File: config.mk
export PLATFORM = sky130hd
export DESIGN_NAME = wb_write_arbiter
export DESIGN_NICKNAME = d
export VERILOG_FILES = /design/src/rtl/wb_write_arbiter.sv
export SDC_FILE = /design/constraint.sdc
export NUM_CORES = 1
export LEC_CHECK = 0
export ABC_AREA = 0
export CORE_MARGIN = 4
export CORE_UTILIZATION = 45
export DETAILED_ROUTE_END_ITERATION = 6
export PLACE_DENSITY = 0.77
export SETUP_SLACK_MARGIN = 0.02
export SLEW_MARGIN = 10
export SYNTH_ARGS = -nofsm -noshare
export SYNTH_HDL_FRONTEND = slang
export SYNTH_SLANG_ARGS = --single-unit
export TNS_END_PERCENT = 1
File: constraint.sdc
create_clock -name clock -period 8.1 [get_ports clock]
set_input_delay 0.81 -clock clock [delete_from_list [all_inputs] [get_ports clock]]
set_output_delay 0.81 -clock clock [all_outputs]
set_load 0.01 [all_outputs]
File: src/rtl/wb_write_arbiter.sv
// Writeback arbiter: per-FU result FIFOs, round-robin grant of up to N_WR heads per cycle
// into registered regfile write ports. Optional WB_DROP_ZERO_TAG_EN squashes tag-0 heads.
`ifndef N
`define N 2
`endif

module wb_write_arbiter #(
  parameter int unsigned NUM_FU = 4,
  parameter int unsigned DEPTH  = 2,
  parameter int unsigned N_WR   = `N,
  parameter int unsigned TAG_W  = 7,
  parameter int unsigned DATA_W = 64
) (
  input  logic                           clock,
  input  logic                           reset,
  input  logic                           flush,
  input  logic [NUM_FU-1:0]              fu_valid,
  input  logic [NUM_FU-1:0][TAG_W-1:0]   fu_tag,
  input  logic [NUM_FU-1:0][DATA_W-1:0]  fu_data,
  output logic [NUM_FU-1:0]              fu_ready,
  output logic [N_WR-1:0]                write_en,
  output logic [N_WR-1:0][TAG_W-1:0]     write_idx,
  output logic [N_WR-1:0][DATA_W-1:0]    write_data
);

  localparam int unsigned FuW  = (NUM_FU > 1) ? $clog2(NUM_FU) : 1;
  localparam int unsigned PtrW = $clog2(DEPTH);
  localparam int unsigned CntW = $clog2(DEPTH + 1);
  localparam int unsigned EntW = TAG_W + DATA_W;

`ifdef WB_DROP_ZERO_TAG_EN
  localparam bit DropZero = 1'b1;
`else
  localparam bit DropZero = 1'b0;
`endif

  logic [EntW-1:0]                 mem_q [NUM_FU][DEPTH];
  logic [NUM_FU-1:0][PtrW-1:0]     rd_ptr_q, rd_ptr_d;
  logic [NUM_FU-1:0][PtrW-1:0]     wr_ptr_q, wr_ptr_d;
  logic [NUM_FU-1:0][CntW-1:0]     cnt_q, cnt_d;
  logic [FuW-1:0]                  rr_ptr_q, rr_ptr_d;

  logic [N_WR-1:0]                 write_en_q, write_en_d;
  logic [N_WR-1:0][TAG_W-1:0]      write_idx_q, write_idx_d;
  logic [N_WR-1:0][DATA_W-1:0]     write_data_q, write_data_d;

  logic [NUM_FU-1:0]               enq, deq;
  logic [NUM_FU-1:0][TAG_W-1:0]    head_tag;
  logic [NUM_FU-1:0][DATA_W-1:0]   head_data;

  logic [N_WR-1:0][FuW-1:0]        port_sel;
  logic [N_WR-1:0]                 port_vld;
  logic                            any_grant;
  logic [FuW-1:0]                  last_fu;
  logic [FuW-1:0]                  scan_fu;
  int                              n_grant;

  function automatic logic [PtrW-1:0] ptr_inc(input logic [PtrW-1:0] p);
    return (p == PtrW'(DEPTH - 1)) ? '0 : p + 1'b1;
  endfunction

  function automatic logic [FuW-1:0] fu_inc(input logic [FuW-1:0] f);
    return (f == FuW'(NUM_FU - 1)) ? '0 : f + 1'b1;
  endfunction

  // Ready is a pure function of registered occupancy; no credit for a same-cycle dequeue.
  always_comb begin
    for (int i = 0; i < int'(NUM_FU); i++) begin
      fu_ready[i]                  = (cnt_q[i] < CntW'(DEPTH));
      enq[i]                       = fu_valid[i] && fu_ready[i];
      {head_tag[i], head_data[i]}  = mem_q[i][rd_ptr_q[i]];
    end
  end

  // Round-robin scan from rr_ptr; the k-th grant in scan order lands on write port k.
  always_comb begin
    deq       = '0;
    port_sel  = '0;
    port_vld  = '0;
    any_grant = 1'b0;
    last_fu   = rr_ptr_q;
    scan_fu   = '0;
    n_grant   = 0;
    for (int k = 0; k < int'(NUM_FU); k++) begin
      scan_fu = FuW'((int'(rr_ptr_q) + k) % int'(NUM_FU));
      if (cnt_q[scan_fu] != '0) begin
        if (DropZero && (head_tag[scan_fu] == '0)) begin
          deq[scan_fu] = 1'b1;
        end else if (n_grant < int'(N_WR)) begin
          deq[scan_fu] = 1'b1;
          for (int p = 0; p < int'(N_WR); p++) begin
            if (p == n_grant) begin
              port_sel[p] = scan_fu;
              port_vld[p] = 1'b1;
            end
          end
          n_grant   = n_grant + 1;
          last_fu   = scan_fu;
          any_grant = 1'b1;
        end
      end
    end
  end

  always_comb begin
    rd_ptr_d = rd_ptr_q;
    wr_ptr_d = wr_ptr_q;
    cnt_d    = cnt_q;
    for (int i = 0; i < int'(NUM_FU); i++) begin
      if (enq[i]) wr_ptr_d[i] = ptr_inc(wr_ptr_q[i]);
      if (deq[i]) rd_ptr_d[i] = ptr_inc(rd_ptr_q[i]);
      unique case ({enq[i], deq[i]})
        2'b10:   cnt_d[i] = cnt_q[i] + 1'b1;
        2'b01:   cnt_d[i] = cnt_q[i] - 1'b1;
        default: cnt_d[i] = cnt_q[i];
      endcase
    end
    if (flush) begin
      rd_ptr_d = '0;
      wr_ptr_d = '0;
      cnt_d    = '0;
    end
  end

  always_comb begin
    write_en_d   = '0;
    write_idx_d  = '0;
    write_data_d = '0;
    rr_ptr_d     = rr_ptr_q;
    if (flush) begin
      rr_ptr_d = '0;
    end else begin
      for (int p = 0; p < int'(N_WR); p++) begin
        if (port_vld[p]) begin
          write_en_d[p]   = 1'b1;
          write_idx_d[p]  = head_tag[port_sel[p]];
          write_data_d[p] = head_data[port_sel[p]];
        end
      end
      if (any_grant) rr_ptr_d = fu_inc(last_fu);
    end
  end

  // Storage needs no reset: an entry is only read while its count is non-zero.
  always_ff @(posedge clock) begin
    for (int i = 0; i < int'(NUM_FU); i++) begin
      if (enq[i] && !flush) mem_q[i][wr_ptr_q[i]] <= {fu_tag[i], fu_data[i]};
    end
  end

  always_ff @(posedge clock or posedge reset) begin
    if (reset) begin
      rd_ptr_q     <= '0;
      wr_ptr_q     <= '0;
      cnt_q        <= '0;
      rr_ptr_q     <= '0;
      write_en_q   <= '0;
      write_idx_q  <= '0;
      write_data_q <= '0;
    end else begin
      rd_ptr_q     <= rd_ptr_d;
      wr_ptr_q     <= wr_ptr_d;
      cnt_q        <= cnt_d;
      rr_ptr_q     <= rr_ptr_d;
      write_en_q   <= write_en_d;
      write_idx_q  <= write_idx_d;
      write_data_q <= write_data_d;
    end
  end

  assign write_en   = write_en_q;
  assign write_idx  = write_idx_q;
  assign write_data = write_data_q;

endmodule

Word-level counts from Yosys, hierarchy flattened

Memory sizes are Yosys's and may differ from the RTL's.
Index checks and enable logic that the tools add are counted.

Bitwise operators: 11
Add/subtract/negate cells: 22
Equal/unequal tests: 12
Reduce and logical (&&, ||, !) cells: 37
Multiplexer cells: 137
Order comparisons: 29

Operators by type and width:

| kind                                                                  | count |
|---|---|
| 71-bit 2-to-1 mux                                                     | 16 |
| 142-bit 2-to-1 mux                                                    | 4 |
| 71-bit demux with 1-bit select                                        | 4 |
| 64-bit binary-select mux with 2-bit select                            | 2 |
| 64-bit 2-to-1 mux                                                     | 4 |
| 128-bit 2-to-1 mux                                                    | 1 |
| 32-bit 2-to-1 mux                                                     | 4 |
| 2-bit by 32-bit equality test with 1-bit output, first input constant | 3 |
| 32-bit zero test                                                      | 3 |
| 32-bit by 3-bit < comparator with 1-bit output, second input constant | 3 |
| 32-bit by 2-bit adder with 32-bit output, second input constant       | 2 |
| 4-bit 2-to-1 mux                                                      | 15 |
| 2-bit 2-to-1 mux                                                      | 27 |
| 1-bit 2-to-1 mux                                                      | 40 |
| 7-bit binary-select mux with 2-bit select                             | 2 |
| 7-bit 2-to-1 mux                                                      | 4 |
| 2-bit nonzero test                                                    | 13 |
| 2-bit by 3-bit < comparator with 1-bit output, second input constant  | 6 |
| 2-bit binary-select mux with 2-bit select                             | 4 |
| 2-bit >= comparator, second input constant                            | 8 |
| 1-bit logical AND                                                     | 16 |
| 1-bit inverter with 2-bit output                                      | 8 |
| 2-bit case mux with 2 select lines                                    | 4 |
| 14-bit 2-to-1 mux                                                     | 1 |
| other kinds (14)                                                      | 54 |

Output and inout bits: 148
Register bits: 162
Bits in writable memories: 568
Logic and storage cells: 267
Memories kept: 1

Memory list:

| name  | depth | width | rd ports | clocked after Yosys merged registers in | wr ports | RTL line | source |
|---|---|---|---|---|---|---|---|
| mem_q | 4     | 142   | 4        | 0                                       | 4        | 37       | `logic [EntW-1:0] mem_q [NUM_FU][DEPTH];` |

Logic depth before layout (Yosys ltp)

Gate-level depths: netlist (run 1).

Depth after elaboration: 18
Gate-level depth with buffers: 19
Depth with buffers taken out: 13

Worst setup path before layout (run 1)

No wires, ideal clock.

Path type: input -> register
Start: input flush
End: memory mem_q[2][0] (netlist name), enable pin
Setup time: 0.602 ns
Slack: 1.073 ns
Cell stages on the path: 3
Data arrival time: 6.425 ns
Path buffers: 2
Required time: 7.498 ns
Cell sequence: clkbuf_1 buf_1 nor3b_1

RTL lines:

| what        | RTL line | source |
|---|---|---|
| from (decl) | 16       | `input logic flush,` |
| to (decl)   | 37       |  |

==> reports/metrics.yaml, run 1 <==
run_status:
  outcome: "complete, no violations"
sta:
  fin_tns_setup_ns: 0
  fmax_mhz: 177
  worst_pin_slew_ns: 1.18
  rsz0062_at_grt: "false"
  setup_viol: 0
  fin_crit_sh: 0.698
  slew_violations: 0
  finalHoldViolations: 0
  slew_headroom: 0.215
  clock_skew_ns: 0.0221
  min_period_ns: 5.65
flow_run:
  maxCapViolCount: 0
logic_synthesis:
  seq_area_frac_synth: 0.708
  synth_fp_nets: 2036
  synthCells: 1731
  synth_seq_cells: 730
  avgSynthCellArea_um2: 17.2
  synth_area_um2: 29800
  synth_edf_count: 568
  ys_types: 51
  yosys_warnings: 0
  ys_async_sr_fraction: 0.222
  synthFlopType: "edfxtp_1"
routing:
  first_iter_violations: 1487
  drt_first_pass_iters: 6
  vias: 17700
  wire_per_inst_um: 27.3
  routed_wl_mm: 85.0
  antenna_left: 0
  drt_drc_violations_left: 0
  via_per_inst: 5.67
die:
  dieArea_um2: 70400
  initial_utilization: 0.453
  pin_count: 439
  die_width_um: 265
  dieHeight_um: 265
  rows: 94
  core-area_um2: 65700
global_routing:
  grt-ovfl-total: 0
  antenna_found_initial: 23
  grt_max_degree: 112
  grt_pass1_vias: 19200
  grt_pass1_wl_mm: 124
  track_usage: 0.238
clock_network:
  htreeDepth: 3
  cts-root-buf: "clkbuf_16"
  clkLatencyLatePin_ns: 0.62
  cts_sinks: 730
  cts_buffers: 78
  cts_tree: "built"
  post_cts_resized: 0
  path_clk_slew_ns: 0.06
  clock_path_buffers: 3
  cts_hold_buf: 0
  postCtsSetupRepairBufs: 0
critical_path:
  r2r-start: "rr_ptr_q[0]$_DFFE_PP0P_"
  crit_type: "flip-flop to flip-flop"
  required_ns: 8.55
  worstPathMaxFanout: 76
  crit_path_start_kind: "flip-flop"
  startpoint: "rr_ptr_q[0]$_DFFE_PP0P_"
  end_kind: "flip-flop"
  cp_data_arrival_time_ns: 6.10
finish:
  synthToLayoutAreaGrowth_pct: 27.1
  nets: 2479
  final_core_util: 0.577
  final_cell_count_no_fill: 3117
  fillerInstances: 4879
  drive_above_1_share: 0.208
  final_cell_mix: "edfxtp_1 (568), clkdlybuf4s50_1 (438), mux2i_1 (289)"
  mostFrequentLayoutCell: "edfxtp_1"
power:
  pwr_density_cell_nw_per_um2: 451
  p_leak_nw: 14.5
  ir_drop_uv: 613
worst_hold_path:
  hp-class: "flip-flop to flip-flop"
  hp-start: "wr_ptr_q[1]$_DFFE_PP0P_"
place:
  dp_cells: 2958
  dp_hpwl_mm: 51.5
  port_buffers: 438
  gp_congestion: 0.857
==> final timing paths <==
check                                                  to  slack (ns)  cells past startpoint
max in group asynchronous         write_data[9]$_DFF_PP0_        5.86                      3
worst min-delay path              wr_ptr_q[1]$_DFFE_PP0P_        0.58                      2
worst max register to register   write_data[18]$_DFF_PP0_        2.45                     14
min in group asynchronous       write_data[116]$_DFF_PP0_        0.78                      2
worst min register to register    wr_ptr_q[1]$_DFFE_PP0P_        0.58                      2
worst max-delay path             write_data[18]$_DFF_PP0_        2.45                     14
==> Yosys cell counts, types with 2 or more instances <==
library cell    n  area, um2
a211oi_1        2       15.0
buf_4           8       60.1
buf_6          10        113
o31ai_1         2       15.0
o2111ai_1       3       26.3
and3_1          3       18.8
dfrtp_1       162       4050
xor2_1          4       35.0
mux2i_1       289       2890
nand3_1         6       30.0
nor3b_1         4       30.0
a21o_1          4       30.0
xnor2_1        15        131
a31oi_1         5       31.3
nand2b_1        4       25.0
inv_1          12       45.0
a222oi_1        4       40.0
buf_1           3       11.3
nor3_1          8       40.0
nand3b_1        3       22.5
o21ai_0         5       25.0
or3_1           4       25.0
mux2_2        285       3210
buf_2          18       90.1
or2_2           6       37.5
nand4_1         2       12.5
a21oi_1         4       20.0
edfxtp_1      568      17100
nand2_1        22       82.6
o22ai_1       143        895
ha_1           14        175
clkbuf_1       64        240
nor2_1         27        101
==> kinds of logic (layout without fill, tap and decap cells) <==
group | count (synthesis) | count (layout) | synth area share
DFF | 730 | 730 | 0.708
muxes | 577 | 577 | 0.207
AOI/OAI and AO/OA | 181 | 181 | 0.0394
buffers and inverters | 117 | 626 | 0.0191
and+or+nand+nor | 93 | 93 | 0.0153
xor gates and xnor gates | 19 | 19 | 0.00558
adders and majority gates | 14 | 14 | 0.00588
other | 0 | 13 | 0
==> final cells by class <==
type | count | area (um2) | share of cell area
antenna | 13 | 32.5 | 0.000858
clock inverter | 38 | 546 | 0.0144
clock buffer | 108 | 2210 | 0.0582
inverter | 13 | 56.3 | 0.00149
timing repair buffer | 467 | 4630 | 0.122
sequential | 730 | 21100 | 0.557
tap | 864 | 1080 | 0.0285
multi-input combinational | 884 | 8230 | 0.217
==> stage by stage <==
| step | instance area (um2) | setup slack, ns | total power [mW] | hold WS, ns |
|---|---|---|---|---|
| global route | 37900 | 2.14 | 17.8 | 0.618 |
| CTS | 37900 | 2.57 | 17.2 | 0.587 |
| global placement | 35100 | 2.75 | 13.1 | 0.554 |
| floorplan | 29800 | 1.07 | 11.2 | 0.519 |
| detailed placement | 35100 | 2.63 | 13.3 | 0.574 |
| finish | 37900 | 2.45 | 17.1 | 0.582 |
==> sequential cells by signal (all words and copies together) (netlist names) <==
name and cells:
cnt_q 8, mem_q 568, rd_ptr_q 4, rr_ptr_q 2
wr_ptr_q 4, write_data 128, write_en 2, write_idx 14
==> layer usage <==
metal  part of all wire  GRT usage
met5             0.0024          0
met4              0.025     0.0757
met3              0.072     0.0499
met2               0.51      0.411
met1               0.39      0.302
==> worst max-delay path, cell delays in order, from the launching register on <==
cell	delay (ns)
dfrtp_1	0.81
inv_2	0.25
ha_1	0.48
inv_1	0.12
a211oi_1	0.51
or2_2	0.37
inv_1	0.12
ha_1	0.32
nand3b_1	0.21
mux2_4	0.29
o32ai_1	0.14
a31o_4	0.70
buf_12	0.50
mux2i_1	0.31
o22ai_1	0.11
==> where the power goes <==
part	total [mW]	leakage, nW	internal [mW]	switching, mW
registers	4.90	7.36	4.63	0.269
logic	8.45	5.77	3.67	4.78
clock network	3.76	1.34	2.28	1.48
total	17.1	14.5	10.6	6.53
Power figures use the tool's default switching activity.
==> run 2: changes to the inputs <==
Clock period 8.1 ns to 5.25 ns, I/O delays scaled along.
==> reports/metrics.yaml, run 2 (synthesized netlist as in run 1, its figures left out) <==
power:
  pwr-share-clk: 0.207
  total_power_mw: 26.5
  p_switching_mw: 10.1
  comb_power_share: 0.504
  switching_share: 0.380
  pwr_density_cell_nw_per_um2: 697
  seqPwrFrac: 0.289
  intPower_mw: 16.4
  ir_drop_uv: 847
  p_leak_nw: 14.5
place:
  dp_cells: 2968
  gp_congestion: 0.874
  port_buffers: 438
  dp_hpwl_mm: 51.6
critical_path:
  crit_slowest_cell: "dfrtp_1"
  crit_path_cell_trace: "inv_2 > ha_1 > inv_1 > a211oi_1 > or2_2 > ha_1 > nand3b_1 > nand3b_1 > mux2_4 > or2_4 > and3_1 > o21bai_4 > buf_4 > o22ai_1"
  critPathTopFamily: "simple AND/OR/NAND/NOR gates"
  cp_data_arrival_time_ns: 5.43
  r2r-start: "rr_ptr_q[0]$_DFFE_PP0P_"
  cpPeakStageDelay_ns: 0.77
  r2r_slack_ns: 0.25
  worstPathMaxFanout: 41
  cp.buffers_inverters: 3
  startpoint: "rr_ptr_q[0]$_DFFE_PP0P_"
  required_ns: 5.68
  regToRegEndpoint: "write_data[48]$_DFF_PP0_"
  crit_path_start_kind: "flip-flop"
  r2r_cells: 14
  end_kind: "flip-flop"
  crit_type: "flip-flop to flip-flop"
sta:
  fmax_mhz: 200
  fin_tns_setup_ns: 0
  min_period_ns: 5.00
  rsz0062_at_grt: "false"
  slew_violations: 0
  worst_pin_slew_ns: 1.25
  clock_skew_ns: 0.0276
  fin_crit_sh: 0.952
  finalHoldViolations: 0
  setup_viol: 0
  fin_hold_ws_ns: 0.416
  slew_headroom: 0.162
finish:
  final_cell_count_no_fill: 3129
  multi_input_area_um2: 8240
  drive_above_1_share: 0.208
  final_cell_mix: "edfxtp_1 (568), clkdlybuf4s50_1 (438), mux2i_1 (289)"
  nets: 2488
  ff_latch_area_um2: 21100
  largest_reg_flops: 568
  fillerInstances: 4850
  mostFrequentLayoutCell: "edfxtp_1"
  synthToLayoutAreaGrowth_pct: 27.2
clock_network:
  cts_buffers: 77
  cts_tree: "built"
  path_clk_slew_ns: 0.06
  cts-root-buf: "clkbuf_16"
  cts_hold_buf: 0
  cts_sinks: 730
  post_cts_resized: 0
  htreeDepth: 3
  clock_path_buffers: 3
  clkLatencyLatePin_ns: 0.61
  postCtsSetupRepairBufs: 0
global_routing:
  antenna_found_initial: 19
  grt_pass1_wl_mm: 119
  grt-ovfl-total: 0
  grt_max_degree: 86
  grt_pass1_vias: 19200
  track_usage: 0.226
die:
  initial_utilization: 0.453
  dieHeight_um: 265
  dieArea_um2: 70400
  die_width_um: 265
  pin_count: 439
  rows: 94
  core-area_um2: 65700
run_status:
  outcome: "complete, no violations"
routing:
  via_per_inst: 5.70
  drt_drc_violations_left: 0
  wire_per_inst_um: 26.2
  drt_first_pass_iters: 6
  vias: 17800
  first_iter_violations: 1637
  routed_wl_mm: 82.1
  antenna_left: 0
flow_run:
  maxCapViolCount: 0
worst_hold_path:
  hp-class: "input pin to async pin"
-- run 2: cell count changes in the layout (fill, tap and decap cells not counted), sizes merged --
cell / before / now
bufinv: 11 / 6
clkinvlp: 3 / 2
clkbuf: 108 / 110
diode: 13 / 18
buf: 29 / 39
clkinv: 20 / 21
-- run 2: how the worst max path moves through the flow --
stage | to | slack, ns | cells after the start
after floorplan | mem_q[0][0]$_DFFE_PP_ | -1.28 | 2
after global placement | write_data[38]$_DFF_PP0_ | 0.72 | 14
after detailed placement | write_data[45]$_DFF_PP0_ | 0.46 | 14
after CTS | write_data[45]$_DFF_PP0_ | 0.44 | 14
after global routing | write_data[66]$_DFF_PP0_ | 0.04 | 14
final | write_data[48]$_DFF_PP0_ | 0.25 | 14
-- run 2: per-stage QoR --
step / utilization / area, um2 / setup WS (ns)
after floorplan: - / 29800 / -1.28
after global routing: 0.577 / 37900 / 0.0393
after CTS: 0.576 / 37900 / 0.440
final: 0.577 / 37900 / 0.253
after global placement: 0.537 / 35300 / 0.716
after detailed placement: 0.537 / 35300 / 0.461
-- run 2: power groups by stage --
stage	registers, mW	logic, mW	clock network [mW]
2_1_floorplan	7.62	9.66	0
3_3_place_gp	7.73	12.8	0
3_5_place_dp	7.76	13.2	0
4_1_cts	7.65	13.3	5.58
5_1_grt	7.70	14.0	5.86
6_report	7.65	13.3	5.49
-- run 2: cell type report --
| type | count | area share |
|---|---|---|
| tap | 864 | 0.0285 |
| inverter | 13 | 0.00142 |
| multi-input combinational | 884 | 0.217 |
| antenna | 18 | 0.00119 |
| timing repair buffer | 477 | 0.127 |
| clock inverter | 33 | 0.0103 |
| clock buffer | 110 | 0.0575 |
| sequential | 730 | 0.557 |
-- run 2: metal layers --
layer	GRT usage	wire length, um	vias to the layer above
met5	0	44	-
met4	0.0830	2530	6
met3	0.0587	7470	170
met2	0.381	40800	841
met1	0.283	31200	9122
li1	-	-	7698
==> run 3: changes to the inputs <==
Settings changed: CTS_BUF_LIST from default to sky130_fd_sc_hd__clkbuf_8.
==> reports/metrics.yaml, run 3 (synthesized netlist as in run 1, its figures left out) <==
run_status:
  outcome: "finished with violations"
  failed_checks: "design-rule violations"
power:
  p_leak_nw: 14.6
  ir_drop_uv: 883
  total_power_mw: 25.8
  pwr_density_cell_nw_per_um2: 683
die:
  dieArea_um2: 70400
  pin_count: 439
  dieHeight_um: 265
  initial_utilization: 0.453
  core-area_um2: 65700
  die_width_um: 265
  rows: 94
flow_run:
  maxCapViolCount: 0
finish:
  final_core_util: 0.574
  mostFrequentLayoutCell: "edfxtp_1"
  final_cell_mix: "edfxtp_1 (568), clkdlybuf4s50_1 (438), mux2i_1 (289)"
  nets: 2527
  drive_above_1_share: 0.222
  fin_area_um2: 37700
  synthToLayoutAreaGrowth_pct: 26.5
  largest_reg_flops: 568
  final_cell_count_no_fill: 3200
routing:
  routed_wl_mm: 82.4
  via_per_inst: 5.67
  first_iter_violations: 1545
  topRoutingLayerUsed: "met5"
  vias: 18200
  wl_met3_mm: 7.02
  wire_per_inst_um: 25.7
  antenna_left: 0
  met1_length_mm: 31.6
  drt_first_pass_iters: 7
  met2_length_mm: 40.9
  drt_drc_violations_left: 4
place:
  preCtsSetupSlack_ns: 0.461
  port_buffers: 438
  gp_congestion: 0.874
  dp_cells: 2968
  dp_hpwl_mm: 51.6
  placed_area_um2: 35300
clock_network:
  cts_tree: "built"
  clkLatencyLatePin_ns: 0.72
  cts_hold_buf: 0
  htreeDepth: 3
  post_cts_resized: 0
  postCtsSetupRepairBufs: 0
  cts_buffers: 116
  clock_path_buffers: 3
  cts-root-buf: "clkbuf_8"
  path_clk_slew_ns: 0.06
  cts_sinks: 730
sta:
  worst_pin_slew_ns: 1.24
  slew_headroom: 0.173
  clock_skew_ns: 0.0323
  fin_crit_sh: 0.949
  finalWorstSetupSlack_ns: 0.268
  fmax_mhz: 201
  fin_hold_ws_ns: 0.333
  min_period_ns: 4.98
  setup_viol: 0
  finalHoldViolations: 0
  fin_tns_setup_ns: 0
  slew_violations: 0
  rsz0062_at_grt: "false"
critical_path:
  end_kind: "flip-flop"
  crit_type: "flip-flop to flip-flop"
  critPathTopFamily: "compound AO/OA/AOI/OAI gates"
  required_ns: 5.82
  crit_path_cell_trace: "inv_2 > ha_1 > inv_1 > a211oi_1 > or2_2 > ha_1 > nand3b_1 > nand3_1 > mux2i_1 > and3_1 > a31o_4 > buf_12 > buf_12 > mux2i_1 > o22ai_1"
  worstPathMaxFanout: 27
  cp.buffers_inverters: 4
  crit_slowest_cell: "dfrtp_1"
  crit_path_start_kind: "flip-flop"
  cpPeakStageDelay_ns: 0.78
  cp_data_arrival_time_ns: 5.55
worst_hold_path:
  hp-class: "input pin to async pin"
global_routing:
  antenna_found_initial: 19
  grt_pass1_vias: 19500
  grt_pass1_wl_mm: 120
  grt-ovfl-total: 0
  track_usage: 0.226
  grt_max_degree: 86
==> run 3: changes by cell type in the layout (fill, tap and decap cells not counted), moves of 2 or more <==
cell       previous run  this run
diode_2              18        16
bufinv_16             6         3
clkbuf_16            78         0
clkinv_2             10        13
inv_6                 4         1
inv_1                11        51
clkinv_1              7        15
clkbuf_1             21         0
clkbuf_8             11       139
==> run 3: worst paths after layout <==
check,startpoint,end,slack (ns),cells past startpoint
setup / recovery,rr_ptr_q[0]$_DFFE_PP0P_,write_data[117]$_DFF_PP0_,0.27,15
hold / removal,reset,write_data[118]$_DFF_PP0_,0.33,2
setup reg to reg,rr_ptr_q[0]$_DFFE_PP0P_,write_data[117]$_DFF_PP0_,0.27,15
hold reg to reg,wr_ptr_q[3]$_DFFE_PP0P_,wr_ptr_q[3]$_DFFE_PP0P_,0.59,2
max in group asynchronous,reset,write_data[106]$_DFF_PP0_,3.72,3
min in group clock,fu_data[148],mem_q[2][20]$_DFFE_PP_,0.38,1
==> run 3: where the power goes <==
| part | internal, mW | switching, mW |
|---|---|---|
| Sequential | 7.14 | 0.508 |
| Clock | 2.55 | 2.24 |
| Combinational | 6.04 | 7.29 |
==> run 3: final cells by class <==
cell class / count / area [um2]
inverters: 13 / 53.8
flip-flops and latches: 730 / 21100
well taps: 864 / 1080
clock inverters: 77 / 435
diodes: 16 / 40.0
clock buffers: 139 / 1910
multi-input cells: 884 / 8240
repair buffers: 477 / 4830
fillers: 4912 / 28000
==> run 3: metal layers <==
metal,GRT usage,vias up
met5,0,-
met4,0.0958,6
met3,0.0610,201
met2,0.384,921
met1,0.275,9239
li1,-,7787
